**src/rtl/rtc_bus_sequencer_pkg.sv**
```systemverilog
// Shared types and constants for the RTC multiplexed-bus transaction sequencer.
package rtc_bus_pkg;

    typedef enum logic [1:0] {
        IDLE,
        RUN,
        GAP
    } state_t;

    typedef enum logic [1:0] {
        REQ_INIT,
        REQ_WR,
        REQ_RD
    } req_t;

    // Highest bus phase number; a transaction walks estado 0..PHASE_LAST.
    localparam logic [3:0] PHASE_LAST = 4'd11;

    // Power-up register writes issued in index order; only the first INIT_LEN are used.
    localparam logic [7:0] INIT_ADDR [16] = '{
        8'h02, 8'h10, 8'h02, 8'h00, 8'h01, 8'h03, 8'h04, 8'h05,
        8'h06, 8'h07, 8'h08, 8'h11, 8'h12, 8'h13, 8'h14, 8'h15
    };

    localparam logic [7:0] INIT_DATA [16] = '{
        8'h10, 8'hD2, 8'h00, 8'h00, 8'h00, 8'h00, 8'h00, 8'h00,
        8'h00, 8'h00, 8'h00, 8'h00, 8'h00, 8'h00, 8'h00, 8'h00
    };

endpackage

```
**src/rtl/rtc_bus_sequencer_if.sv**
```systemverilog
// Requester-side handshake and bus-timing control bundle of the RTC sequencer.
interface rtc_bus_if;

    logic       init_req;
    logic       wr_req;
    logic [7:0] wr_addr;
    logic [7:0] wr_data;
    logic       rd_req;
    logic [7:0] rd_addr;
    logic [2:0] rd_mode;

    logic [3:0] estado;
    logic [2:0] Estado_m;
    logic       enable_inicio;
    logic       enable_escribir;
    logic       enable_leer;
    logic [7:0] addr_out;
    logic [7:0] data_out;
    logic       wr_ack;
    logic       rd_ack;
    logic       init_done;
    logic       busy;

    modport master (
        output init_req, wr_req, wr_addr, wr_data, rd_req, rd_addr, rd_mode,
        input  estado, Estado_m, enable_inicio, enable_escribir, enable_leer,
               addr_out, data_out, wr_ack, rd_ack, init_done, busy
    );

    modport slave (
        input  init_req, wr_req, wr_addr, wr_data, rd_req, rd_addr, rd_mode,
        output estado, Estado_m, enable_inicio, enable_escribir, enable_leer,
               addr_out, data_out, wr_ack, rd_ack, init_done, busy
    );

endinterface

```
**src/rtl/rtc_bus_sequencer_phase_timer.sv**
```systemverilog
// Phase timer: holds each bus phase PHASE_CYC clocks and walks estado 0..11 once per start.
module rtc_phase_timer
    import rtc_bus_pkg::*;
#(
    parameter int PHASE_CYC = 4
) (
    input  logic       clk,
    input  logic       rst_n,
    input  logic       start_i,
    output logic [3:0] estado_o,
    output logic       done_o
);

    logic [7:0] presc_q;
    logic [3:0] phase_q;
    logic       run_q;
    logic       wrap;

    assign wrap     = run_q && (presc_q == 8'(PHASE_CYC - 1));
    assign done_o   = wrap && (phase_q == PHASE_LAST);
    assign estado_o = phase_q;

    // Prescaler and phase counter; a start always restarts from phase 0, the final wrap parks at 0.
    always_ff @(posedge clk or negedge rst_n) begin
        if (!rst_n) begin
            presc_q <= '0;
            phase_q <= '0;
            run_q   <= 1'b0;
        end else if (start_i) begin
            presc_q <= '0;
            phase_q <= '0;
            run_q   <= 1'b1;
        end else if (run_q) begin
            if (wrap) begin
                presc_q <= '0;
                if (phase_q == PHASE_LAST) begin
                    phase_q <= '0;
                    run_q   <= 1'b0;
                end else begin
                    phase_q <= phase_q + 4'd1;
                end
            end else begin
                presc_q <= presc_q + 8'd1;
            end
        end
    end

endmodule

```
**src/rtl/rtc_bus_sequencer.sv**
```systemverilog
// Transaction scheduler for the RTC multiplexed A/D bus: arbitration, latching, acks, init table.
module rtc_bus_sequencer
    import rtc_bus_pkg::*;
#(
    parameter int PHASE_CYC = 4,
    parameter int GAP_CYC   = 2,
    parameter int INIT_LEN  = 4
) (
    input logic    clk,
    input logic    rst_n,
    rtc_bus_if.slave bus
);

    state_t     state_q;
    req_t       req_q;
    logic [3:0] idx_q;
    logic [7:0] gap_q;
    logic       init_pend_q;
    logic       init_done_q;
    logic       last_was_wr_q;
    logic       en_init_q;
    logic       en_wr_q;
    logic       en_rd_q;
    logic [7:0] addr_q;
    logic [7:0] data_q;
    logic [2:0] mode_q;
    logic       wr_ack_q;
    logic       rd_ack_q;
    logic       busy_q;

    logic       grant_d;
    req_t       gsel_d;
    logic [3:0] gidx_d;
    logic       gap_last;
    logic       timer_done;
    logic [3:0] estado;

    assign gap_last = (state_q == GAP) && (gap_q == 8'(GAP_CYC - 1));

    rtc_phase_timer #(
        .PHASE_CYC (PHASE_CYC)
    ) u_timer (
        .clk      (clk),
        .rst_n    (rst_n),
        .start_i  (grant_d),
        .estado_o (estado),
        .done_o   (timer_done)
    );

    // Grant decision: pending init first, then round-robin wr/rd, or chain the next init entry out of GAP.
    always_comb begin
        grant_d = 1'b0;
        gsel_d  = REQ_INIT;
        gidx_d  = '0;
        if (state_q == IDLE) begin
            if (init_pend_q || bus.init_req) begin
                grant_d = 1'b1;
                gsel_d  = REQ_INIT;
            end else if (init_done_q && bus.wr_req && bus.rd_req) begin
                grant_d = 1'b1;
                gsel_d  = last_was_wr_q ? REQ_RD : REQ_WR;
            end else if (init_done_q && bus.wr_req) begin
                grant_d = 1'b1;
                gsel_d  = REQ_WR;
            end else if (init_done_q && bus.rd_req) begin
                grant_d = 1'b1;
                gsel_d  = REQ_RD;
            end
        end else if (gap_last && (req_q == REQ_INIT) && (idx_q != 4'(INIT_LEN - 1))) begin
            grant_d = 1'b1;
            gsel_d  = REQ_INIT;
            gidx_d  = idx_q + 4'd1;
        end
    end

    // Sequencer FSM with registered enables, latched transaction fields and ack pulses.
    always_ff @(posedge clk or negedge rst_n) begin
        if (!rst_n) begin
            state_q       <= IDLE;
            req_q         <= REQ_INIT;
            idx_q         <= '0;
            gap_q         <= '0;
            init_pend_q   <= 1'b1;
            init_done_q   <= 1'b0;
            last_was_wr_q <= 1'b0;
            en_init_q     <= 1'b0;
            en_wr_q       <= 1'b0;
            en_rd_q       <= 1'b0;
            addr_q        <= '0;
            data_q        <= '0;
            mode_q        <= '0;
            wr_ack_q      <= 1'b0;
            rd_ack_q      <= 1'b0;
            busy_q        <= 1'b0;
        end else begin
            wr_ack_q <= 1'b0;
            rd_ack_q <= 1'b0;
            // A re-init request during an init run is dropped; otherwise it is remembered.
            if (bus.init_req && !((state_q != IDLE) && (req_q == REQ_INIT))) begin
                init_pend_q <= 1'b1;
            end
            if (grant_d) begin
                state_q   <= RUN;
                req_q     <= gsel_d;
                idx_q     <= gidx_d;
                busy_q    <= 1'b1;
                en_init_q <= (gsel_d == REQ_INIT);
                en_wr_q   <= (gsel_d == REQ_WR);
                en_rd_q   <= (gsel_d == REQ_RD);
                case (gsel_d)
                    REQ_WR: begin
                        addr_q        <= bus.wr_addr;
                        data_q        <= bus.wr_data;
                        mode_q        <= '0;
                        last_was_wr_q <= 1'b1;
                    end
                    REQ_RD: begin
                        addr_q        <= bus.rd_addr;
                        data_q        <= '0;
                        mode_q        <= bus.rd_mode;
                        last_was_wr_q <= 1'b0;
                    end
                    default: begin
                        addr_q      <= INIT_ADDR[gidx_d];
                        data_q      <= INIT_DATA[gidx_d];
                        mode_q      <= '0;
                        init_done_q <= 1'b0;
                        init_pend_q <= 1'b1;
                    end
                endcase
            end else begin
                case (state_q)
                    RUN: begin
                        if (timer_done) begin
                            state_q   <= GAP;
                            gap_q     <= '0;
                            en_init_q <= 1'b0;
                            en_wr_q   <= 1'b0;
                            en_rd_q   <= 1'b0;
                            mode_q    <= '0;
                            // Ack is raised on entry to the last GAP clock; with one GAP clock that is now.
                            if (GAP_CYC == 1) begin
                                wr_ack_q <= (req_q == REQ_WR);
                                rd_ack_q <= (req_q == REQ_RD);
                            end
                        end
                    end
                    GAP: begin
                        gap_q <= gap_q + 8'd1;
                        if ((gap_q + 8'd1) == 8'(GAP_CYC - 1)) begin
                            wr_ack_q <= (req_q == REQ_WR);
                            rd_ack_q <= (req_q == REQ_RD);
                        end
                        if (gap_last) begin
                            state_q <= IDLE;
                            busy_q  <= 1'b0;
                            if (req_q == REQ_INIT) begin
                                init_done_q <= 1'b1;
                                init_pend_q <= 1'b0;
                            end
                        end
                    end
                    default: state_q <= IDLE;
                endcase
            end
        end
    end

    assign bus.estado          = estado;
    assign bus.Estado_m        = mode_q;
    assign bus.enable_inicio   = en_init_q;
    assign bus.enable_escribir = en_wr_q;
    assign bus.enable_leer     = en_rd_q;
    assign bus.addr_out        = addr_q;
    assign bus.data_out        = data_q;
    assign bus.wr_ack          = wr_ack_q;
    assign bus.rd_ack          = rd_ack_q;
    assign bus.init_done       = init_done_q;
    assign bus.busy            = busy_q;

endmodule
```
**src/flat_wrapper.sv**
```systemverilog
// flat-port wrapper written by rule: the top's interface ports become plain ports
module rtc_bus_sequencer_flat import rtc_bus_pkg::*;
#(
    parameter int PHASE_CYC = 4,
    parameter int GAP_CYC   = 2,
    parameter int INIT_LEN  = 4
)
  (clk, rst_n, bus_init_req, bus_wr_req, bus_wr_addr, bus_wr_data, bus_rd_req, bus_rd_addr, bus_rd_mode, bus_estado, bus_Estado_m, bus_enable_inicio, bus_enable_escribir, bus_enable_leer, bus_addr_out, bus_data_out, bus_wr_ack, bus_rd_ack, bus_init_done, bus_busy);
  rtc_bus_if bus_i ();
  input logic clk;
  input logic rst_n;
  input wire logic [$bits(bus_i.init_req)-1:0] bus_init_req;
  input wire logic [$bits(bus_i.wr_req)-1:0] bus_wr_req;
  input wire logic [$bits(bus_i.wr_addr)-1:0] bus_wr_addr;
  input wire logic [$bits(bus_i.wr_data)-1:0] bus_wr_data;
  input wire logic [$bits(bus_i.rd_req)-1:0] bus_rd_req;
  input wire logic [$bits(bus_i.rd_addr)-1:0] bus_rd_addr;
  input wire logic [$bits(bus_i.rd_mode)-1:0] bus_rd_mode;
  output wire logic [$bits(bus_i.estado)-1:0] bus_estado;
  output wire logic [$bits(bus_i.Estado_m)-1:0] bus_Estado_m;
  output wire logic [$bits(bus_i.enable_inicio)-1:0] bus_enable_inicio;
  output wire logic [$bits(bus_i.enable_escribir)-1:0] bus_enable_escribir;
  output wire logic [$bits(bus_i.enable_leer)-1:0] bus_enable_leer;
  output wire logic [$bits(bus_i.addr_out)-1:0] bus_addr_out;
  output wire logic [$bits(bus_i.data_out)-1:0] bus_data_out;
  output wire logic [$bits(bus_i.wr_ack)-1:0] bus_wr_ack;
  output wire logic [$bits(bus_i.rd_ack)-1:0] bus_rd_ack;
  output wire logic [$bits(bus_i.init_done)-1:0] bus_init_done;
  output wire logic [$bits(bus_i.busy)-1:0] bus_busy;
  assign bus_i.init_req = bus_init_req;
  assign bus_i.wr_req = bus_wr_req;
  assign bus_i.wr_addr = bus_wr_addr;
  assign bus_i.wr_data = bus_wr_data;
  assign bus_i.rd_req = bus_rd_req;
  assign bus_i.rd_addr = bus_rd_addr;
  assign bus_i.rd_mode = bus_rd_mode;
  assign bus_estado = bus_i.estado;
  assign bus_Estado_m = bus_i.Estado_m;
  assign bus_enable_inicio = bus_i.enable_inicio;
  assign bus_enable_escribir = bus_i.enable_escribir;
  assign bus_enable_leer = bus_i.enable_leer;
  assign bus_addr_out = bus_i.addr_out;
  assign bus_data_out = bus_i.data_out;
  assign bus_wr_ack = bus_i.wr_ack;
  assign bus_rd_ack = bus_i.rd_ack;
  assign bus_init_done = bus_i.init_done;
  assign bus_busy = bus_i.busy;
  rtc_bus_sequencer #(.PHASE_CYC(PHASE_CYC), .GAP_CYC(GAP_CYC), .INIT_LEN(INIT_LEN)) u_core (.clk(clk), .rst_n(rst_n), .bus(bus_i));
endmodule
```
**config.mk**
```make
export PLATFORM = sky130hd
export DESIGN_NAME = rtc_bus_sequencer_flat
export DESIGN_NICKNAME = d
export VERILOG_FILES = /design/src/rtl/rtc_bus_sequencer_pkg.sv /design/src/rtl/rtc_bus_sequencer_if.sv /design/src/rtl/rtc_bus_sequencer_phase_timer.sv /design/src/rtl/rtc_bus_sequencer.sv /design/src/flat_wrapper.sv
export SDC_FILE = /design/constraint.sdc
export NUM_CORES = 1
export LEC_CHECK = 0
export ABC_AREA = 1
export BUFFER_PORTS_ARGS = -buffer_cell sky130_fd_sc_hd__buf_4
export CAP_MARGIN = 20
export CORE_MARGIN = 10
export CORE_UTILIZATION = 40
export CTS_CLUSTER_DIAMETER = 50
export DETAILED_ROUTE_END_ITERATION = 10
export PLACE_DENSITY = 0.64
export SYNTH_ARGS = -nofsm -noshare
export SYNTH_HDL_FRONTEND = slang
export SYNTH_SLANG_ARGS = --single-unit
```
**constraint.sdc**
```tcl
create_clock -name clk -period 5.88 [get_ports clk]
set_input_delay 1.176 -clock clk [delete_from_list [all_inputs] [get_ports clk]]
set_output_delay 1.176 -clock clk [all_outputs]
set_load 0.01 [all_outputs]
```
### After elaboration in Yosys (flattened, before gate mapping)

Memory sizes are Yosys's and may differ from the RTL's.
Cells that the tools add are included.

| word-level totals | value |
|---|---|
| register bits | 57 |
| latch bits | 0 |
| memory bits (writable) | 0 |
| bits in read-only memories | 256 |
| output and inout bits | 30 |
| word-level logic and storage cells | 143 |
| memories kept | 2 |

Memory list:

| name | depth | width | read ports | clocked after Yosys merged registers in | write ports | line | text |
|---|---|---|---|---|---|---|---|
| (name not given) | 16 | 8 | 1 | 0 | 0 | rtc_bus_sequencer.sv:124 | `addr_q <= INIT_ADDR[gidx_d];` |
| (name not given) | 16 | 8 | 1 | 0 | 0 | rtc_bus_sequencer.sv:125 | `data_q <= INIT_DATA[gidx_d];` |

| operators by class | value |
|---|---|
| add/sub/neg operators | 4 |
| multiply operators | 0 |
| div/mod/pow operators | 0 |
| order comparisons | 1 |
| equal/unequal tests | 15 |
| shift operators | 0 |
| multiplexer cells | 67 |
| bitwise gates (word level) | 2 |
| reductions and logical operators | 33 |

Operators by type and width:

| operator | number |
|---|---|
| 8-bit 2-to-1 mux | 8 |
| 8-bit one-hot mux with 2 select lines | 3 |
| 1-bit 2-to-1 mux | 35 |
| 4-bit 2-to-1 mux | 6 |
| 2-bit nonzero test | 10 |
| 2-bit 2-to-1 mux | 9 |
| 8-bit by 1-bit adder with 8-bit output (second input constant) | 2 |
| 8-bit by 1-bit equality test with 1-bit output (second input constant) | 2 |
| 3-bit 2-to-1 mux | 4 |
| 1-bit logical AND | 10 |
| 2-bit AND reduction | 5 |
| 4-bit by 1-bit adder with 4-bit output (second input constant) | 2 |
| 8-bit by 2-bit equality test with 1-bit output (second input constant) | 1 |
| 2-bit by 1-bit equality test with 1-bit output (second input constant) | 3 |
| 2-bit equality test (second input constant) | 3 |
| 2-bit zero test | 3 |
| 3-bit by 1-bit != test with 1-bit output (second input constant) | 2 |
| 5-bit greater-or-equal comparator (second input constant) | 1 |
| 4-bit inverter with 5-bit output | 1 |
| 4-bit equality test (second input constant) | 1 |
| 4-bit by 2-bit != test with 1-bit output (second input constant) | 1 |
| 2-bit one-hot mux with 2 select lines | 1 |
| 4-bit AND reduction | 1 |
| 3-bit AND reduction | 1 |
| 7 further kinds | 7 |

### Depth between registers and ports, before layout

| depth | value |
|---|---|
| depth after elaboration | 11 |
| gate-level depth with buffers | 15 |
| mapped depth without buffers | 15 |

### Cells and area by module

Synthesis repeated with hierarchy kept, for this count alone.

| second synthesis, totals | value |
|---|---|
| cell total of the unflattened synthesis | 407 |
| area, all modules | 3239.4 um^2 |

Modules (own cells, without submodules):

| module | instances | cells an instance | area an instance (um^2) | sequential area each (um^2) |
|---|---|---|---|---|
| rtc_bus_sequencer | 1 | 307 | 2483.6 | 1102.3 |
| rtc_phase_timer | 1 | 100 | 755.7 | 325.3 |

### Worst setup path before layout

No wires, ideal clock.

| path | value |
|---|---|
| path type | input-to-reg |
| from | in bus_init_req |
| to | reg u_core.data_q[6], in the netlist u_core.bus.data_out[6] |
| library setup time | 0.077 ns |
| arrival time | 2.546 ns |
| slack | 3.257 ns |
| stages | 10 |
| path through | nor3_2 > inv_1 > nor2_1 > inv_1 > ha_1 > nand2_1 > inv_1 > clkbuf_1 > a21oi_1 > a21oi_1 |

| on the way | value |
|---|---|
| word-level cells in the longest chain between the ends | 5 |
| elaborated cells between the ends (all ways) | 8 |

RTL lines:

| what | line | text |
|---|---|---|
| start, declared | flat_wrapper.sv:12 | `input wire logic [$bits(bus_i.init_req)-1:0] bus_init_req;` |
| 1-bit logical OR (*) | rtc_bus_sequencer.sv:56 | `if (init_pend_q \|\| bus.init_req) begin` |
| 2-bit 2-to-1 mux (*) | rtc_bus_sequencer.sv:56 |  |
| 2-bit 2-to-1 mux (*) | rtc_bus_sequencer.sv:55 | `if (state_q == IDLE) begin` |
| via u_core.gsel_d[0] | rtc_bus_sequencer.sv:32 | `req_t gsel_d;` |
| 2-bit equality test or 2-bit by 1-bit equality test with 1-bit output (tied branches) | rtc_bus_sequencer.sv:110 | `case (gsel_d)` |
| 8-bit one-hot mux with 2 select lines (*) | rtc_bus_sequencer.sv:110 |  |
| end signal, assigned | rtc_bus_sequencer.sv:113 | `data_q <= bus.wr_data;` |
| end signal, assigned | rtc_bus_sequencer.sv:125 |  |
| end, declared | rtc_bus_sequencer.sv:25 | `logic [7:0] data_q;` |

Mark *: on every way through the listed nets, which the timed path passes. The rest lies on a longest branch.
A chain may end at the register's enable or synchronous reset.

### Worst setup path in the final report

| path | value |
|---|---|
| from | in bus_init_req |
| to | reg u_core.addr_q[4], in the netlist u_core.bus.addr_out[4] |

| on the way | value |
|---|---|
| word-level cells in the longest chain between the ends | 5 |
| elaborated cells between the ends (all ways) | 8 |

RTL lines:

| what | line | text |
|---|---|---|
| 1-bit logical OR (*) | rtc_bus_sequencer.sv:56 |  |
| 2-bit 2-to-1 mux (*) | rtc_bus_sequencer.sv:56 |  |
| 2-bit 2-to-1 mux (*) | rtc_bus_sequencer.sv:55 |  |
| via u_core.gsel_d[0] | rtc_bus_sequencer.sv:32 |  |
| 2-bit equality test or 2-bit by 1-bit equality test with 1-bit output (tied branches) | rtc_bus_sequencer.sv:110 |  |
| 8-bit one-hot mux with 2 select lines (*) | rtc_bus_sequencer.sv:110 |  |
| end signal, assigned | rtc_bus_sequencer.sv:112 | `addr_q <= bus.wr_addr;` |
| end signal, assigned | rtc_bus_sequencer.sv:118 | `addr_q <= bus.rd_addr;` |
| end signal, assigned | rtc_bus_sequencer.sv:124 |  |
| end, declared | rtc_bus_sequencer.sv:24 | `logic [7:0] addr_q;` |

Marked as above.

==> out/metrics.csv <==
metric,value,unit
GRT overflow,0,
WL final,7770,um
gr busiest metal,met2,
CTS Sinks,57,
crit start category,input port,
final hold violations,0,
# fillers,760,
"commonest non-fill, non-tap cell in the layout",nand2_1,
CTS Buf Count,9,
CP most frequent cell,nand2_1,
"Distinct cells, synth",35,
clock root buffer master,clkbuf_8,
crit path DAT,2.91,ns
f_max,380,MHz
Die X,110,um
Yosys top cell area share,43.7,%
"commonest non-fill, non-tap cells in the layout","nand2_1 (112), buf_4 (61), dfrtp_1 (56)",
Crit Path Class,input port to register,
Top-Level Pins,62,
Worst Path Required,6.16,ns
Post-synth EDFFs,0,
"Critical Path, Cell by Cell","buf_4, nor3_2, inv_1, nor2_1, inv_1, ha_1, nand2_1, inv_1, nand2_1, nand3b_1, nand2_1, nor2_1, nand2_1",
Die H,110,um
Die ar.,12000,sq um
Slew HR,50.1,%
synthesis-to-layout area growth,23.1,%
Max clock buf depth,2,
syn nets,449,
post-synth top area cell,dfrtp_1,
Leakage,2.01,nW
fraction of layout cells with a size suffix above 1,20.9,%
area of the core,7770,sq um
final period utilization,44.7,%
Flop pwr share,38.3,%
status,finished clean,
Worst-Skew Late Latency,0.34,ns
sequential element share of the synthesized area,44.5,%
vias per cell,4.82,
DR pass1 iterations,4,
wire length per cell,13.6,um
vias in the first global route,2762,
routability cong.,0.908,
clock share of power,34.5,%
asr flop ratio synth,100,%
Placed Cells,554,
# diodes,0,
max cap viols,0,
post-CTS setup buffer count,0,
Max stage delay on crit path,0.32,ns
"Hold-fix buffers, CTS",0,
Mapped Area,3210,sq um
Sw Share,34.6,%
initial core utilization,41.3,%
NetSw,0.418,mW
Tot GR Track Use,13.5,%
fin. max-slew vios,0,
I/O Buffers,61,
initial antenna violation count,0,
worst-margin pin slew,0.744,ns
number of warnings issued by yosys,0,
Final Setup Violations,0,
Hold WS,0.479,ns
Syn Inst Count,402,
Antenna Nets Post-Route,0,
RSZ-0062 raised after global routing,no,
initial DRC count,100,
CTS tree,built,
predominant post-synthesis flop cell,dfrtp_1,
Clock transition at path regs,0.07,ns
min Tclk post-route,2.63,ns
final setup skew,0.00801,ns
DP HPWL,5720,um
num rows,32,
Worst setup EP type,register,
logic gate share of total power,27.2,%
syn avg cell area,7.97,sq um
largest fanout on the critical path,13,
setup TNS,0,ns
drc violations,0,
nets,510,
Max rail drop VDD,192,uV
routed vias,2750,
met1 Use GR,16.9,%
Place WS,2.89,ns
Final Util,50.8,%
PwrDens,306,nW/um^2
htree depth,3,
#FFs+latches synth,57,
largest cells by area after synthesis,"dfrtp_1 (44%), nand2_1 (13%), nand3_1 (6.6%), ha_1 (5.9%), inv_1 (5.2%)",
largest net degree at the start of global routing,58,
HP Class,register to register,
first-pass GRT wire length,13100,um
Int Pwr,0.789,mW
Post-CTS Resized,0,
final worst-path setup slack,3.25,ns
Finished Layout Cells,570,
CP max stage cell,ha_1,
met3 Resource Use GR,4.92,%
met2 GRT Util,21.6,%
## flip-flops by register name (all words and copies together) (netlist names)
name	flops
u_core.bus.addr_out	8
u_core.bus.data_out	8
u_core.gap_q	8
u_core.u_timer.presc_q	8
u_core.idx_q	4
u_core.u_timer.estado_o	4
u_core.bus.Estado_m	3
u_core.req_q	2
u_core.state_q	2
u_core.bus.busy	1
u_core.bus.enable_escribir	1
u_core.bus.enable_inicio	1
u_core.bus.enable_leer	1
u_core.bus.init_done	1
u_core.bus.rd_ack	1
u_core.bus.wr_ack	1
u_core.init_pend_q	1
u_core.last_was_wr_q	1
u_core.u_timer.run_q	1
## routing by layer
metal,part of all wire [%],up-vias,routed length (um)
li1,-,1425,-
met1,44,1258,3400
met2,49,58,3790
met3,6.2,9,484
met4,1.2,0,91
met5,0,-,0
## layout make-up
class	instances	area (sq um)	share of cell area (%)
Multi-Input combinational cell	289	1540	39.0
Sequential cell	57	1430	36.2
Timing Repair Buffer	61	458	11.6
Inverter	45	169	4.28
Tap cell	102	128	3.23
Clock buffer	9	124	3.14
Clock inverter	7	103	2.60
## stage by stage
stage | cell area [sq um] | power, mW
after floorplan | 3210 | 0.706
after global placement | 3720 | 0.797
after detailed placement | 3720 | 0.805
after CTS | 3950 | 1.22
after global routing | 3950 | 1.29
final | 3950 | 1.21
## power groups by stage
stage	Combinational [mW]	Sequential [mW]	Clock, mW
finish	0.328	0.462	0.417
global route	0.373	0.467	0.446
CTS	0.336	0.462	0.425
detailed placement	0.335	0.469	0
global placement	0.329	0.468	0
floorplan	0.229	0.477	0
## synth_stat cells, types with 2 or more instances
| library cell | number |
|---|---|
| or2_2 | 6 |
| xor2_1 | 8 |
| o21ai_0 | 21 |
| buf_2 | 5 |
| clkbuf_1 | 3 |
| nand4_1 | 11 |
| nand2_1 | 112 |
| xnor2_1 | 3 |
| nor2_1 | 26 |
| nand3_1 | 42 |
| dfrtp_1 | 56 |
| a22o_1 | 3 |
| nand2_2 | 2 |
| buf_6 | 3 |
| inv_1 | 44 |
| nor3_1 | 4 |
| nor2_4 | 2 |
| nor2_2 | 3 |
| a21oi_1 | 14 |
| o21ai_1 | 5 |
| ha_1 | 15 |
## worst max-delay path: cells and delay by family
| family | cells | cell delay, ns |
|---|---|---|
| AND/OR/NAND/NOR | 8 | 0.81 |
| buffers and inverters | 4 | 0.60 |
| adder cells (fa/ha/maj) | 1 | 0.32 |
## cells by family after synthesis
logic type | share of synthesized area (%)
and+or+nand+nor | 30.2
DFF | 44.5
buffers and inverters | 7.45
AOI/OAI and AO/OA | 8.98
adders and majority gates | 5.85
xor gates and xnor gates | 3.01
## worst paths after layout
check	depth (start not counted)	slack (ns)	from	end
worst max-delay path	13	3.25	bus_init_req	u_core.bus.addr_out[4]$_DFFE_PN0N_
worst min-delay path	2	0.48	u_core.bus.busy$_DFFE_PN0P_	u_core.bus.busy$_DFFE_PN0P_
worst max register to register	15	3.43	u_core.state_q[0]$_DFFE_PN0P_	u_core.bus.addr_out[4]$_DFFE_PN0N_
worst min register to register	2	0.48	u_core.bus.busy$_DFFE_PN0P_	u_core.bus.busy$_DFFE_PN0P_
max in group asynchronous	1	4.51	rst_n	u_core.req_q[1]$_DFFE_PN0N_
min in group asynchronous	1	0.90	rst_n	u_core.u_timer.estado_o[2]$_DFFE_PN0P_
Note: power is estimated with default switching activity, not from simulation.
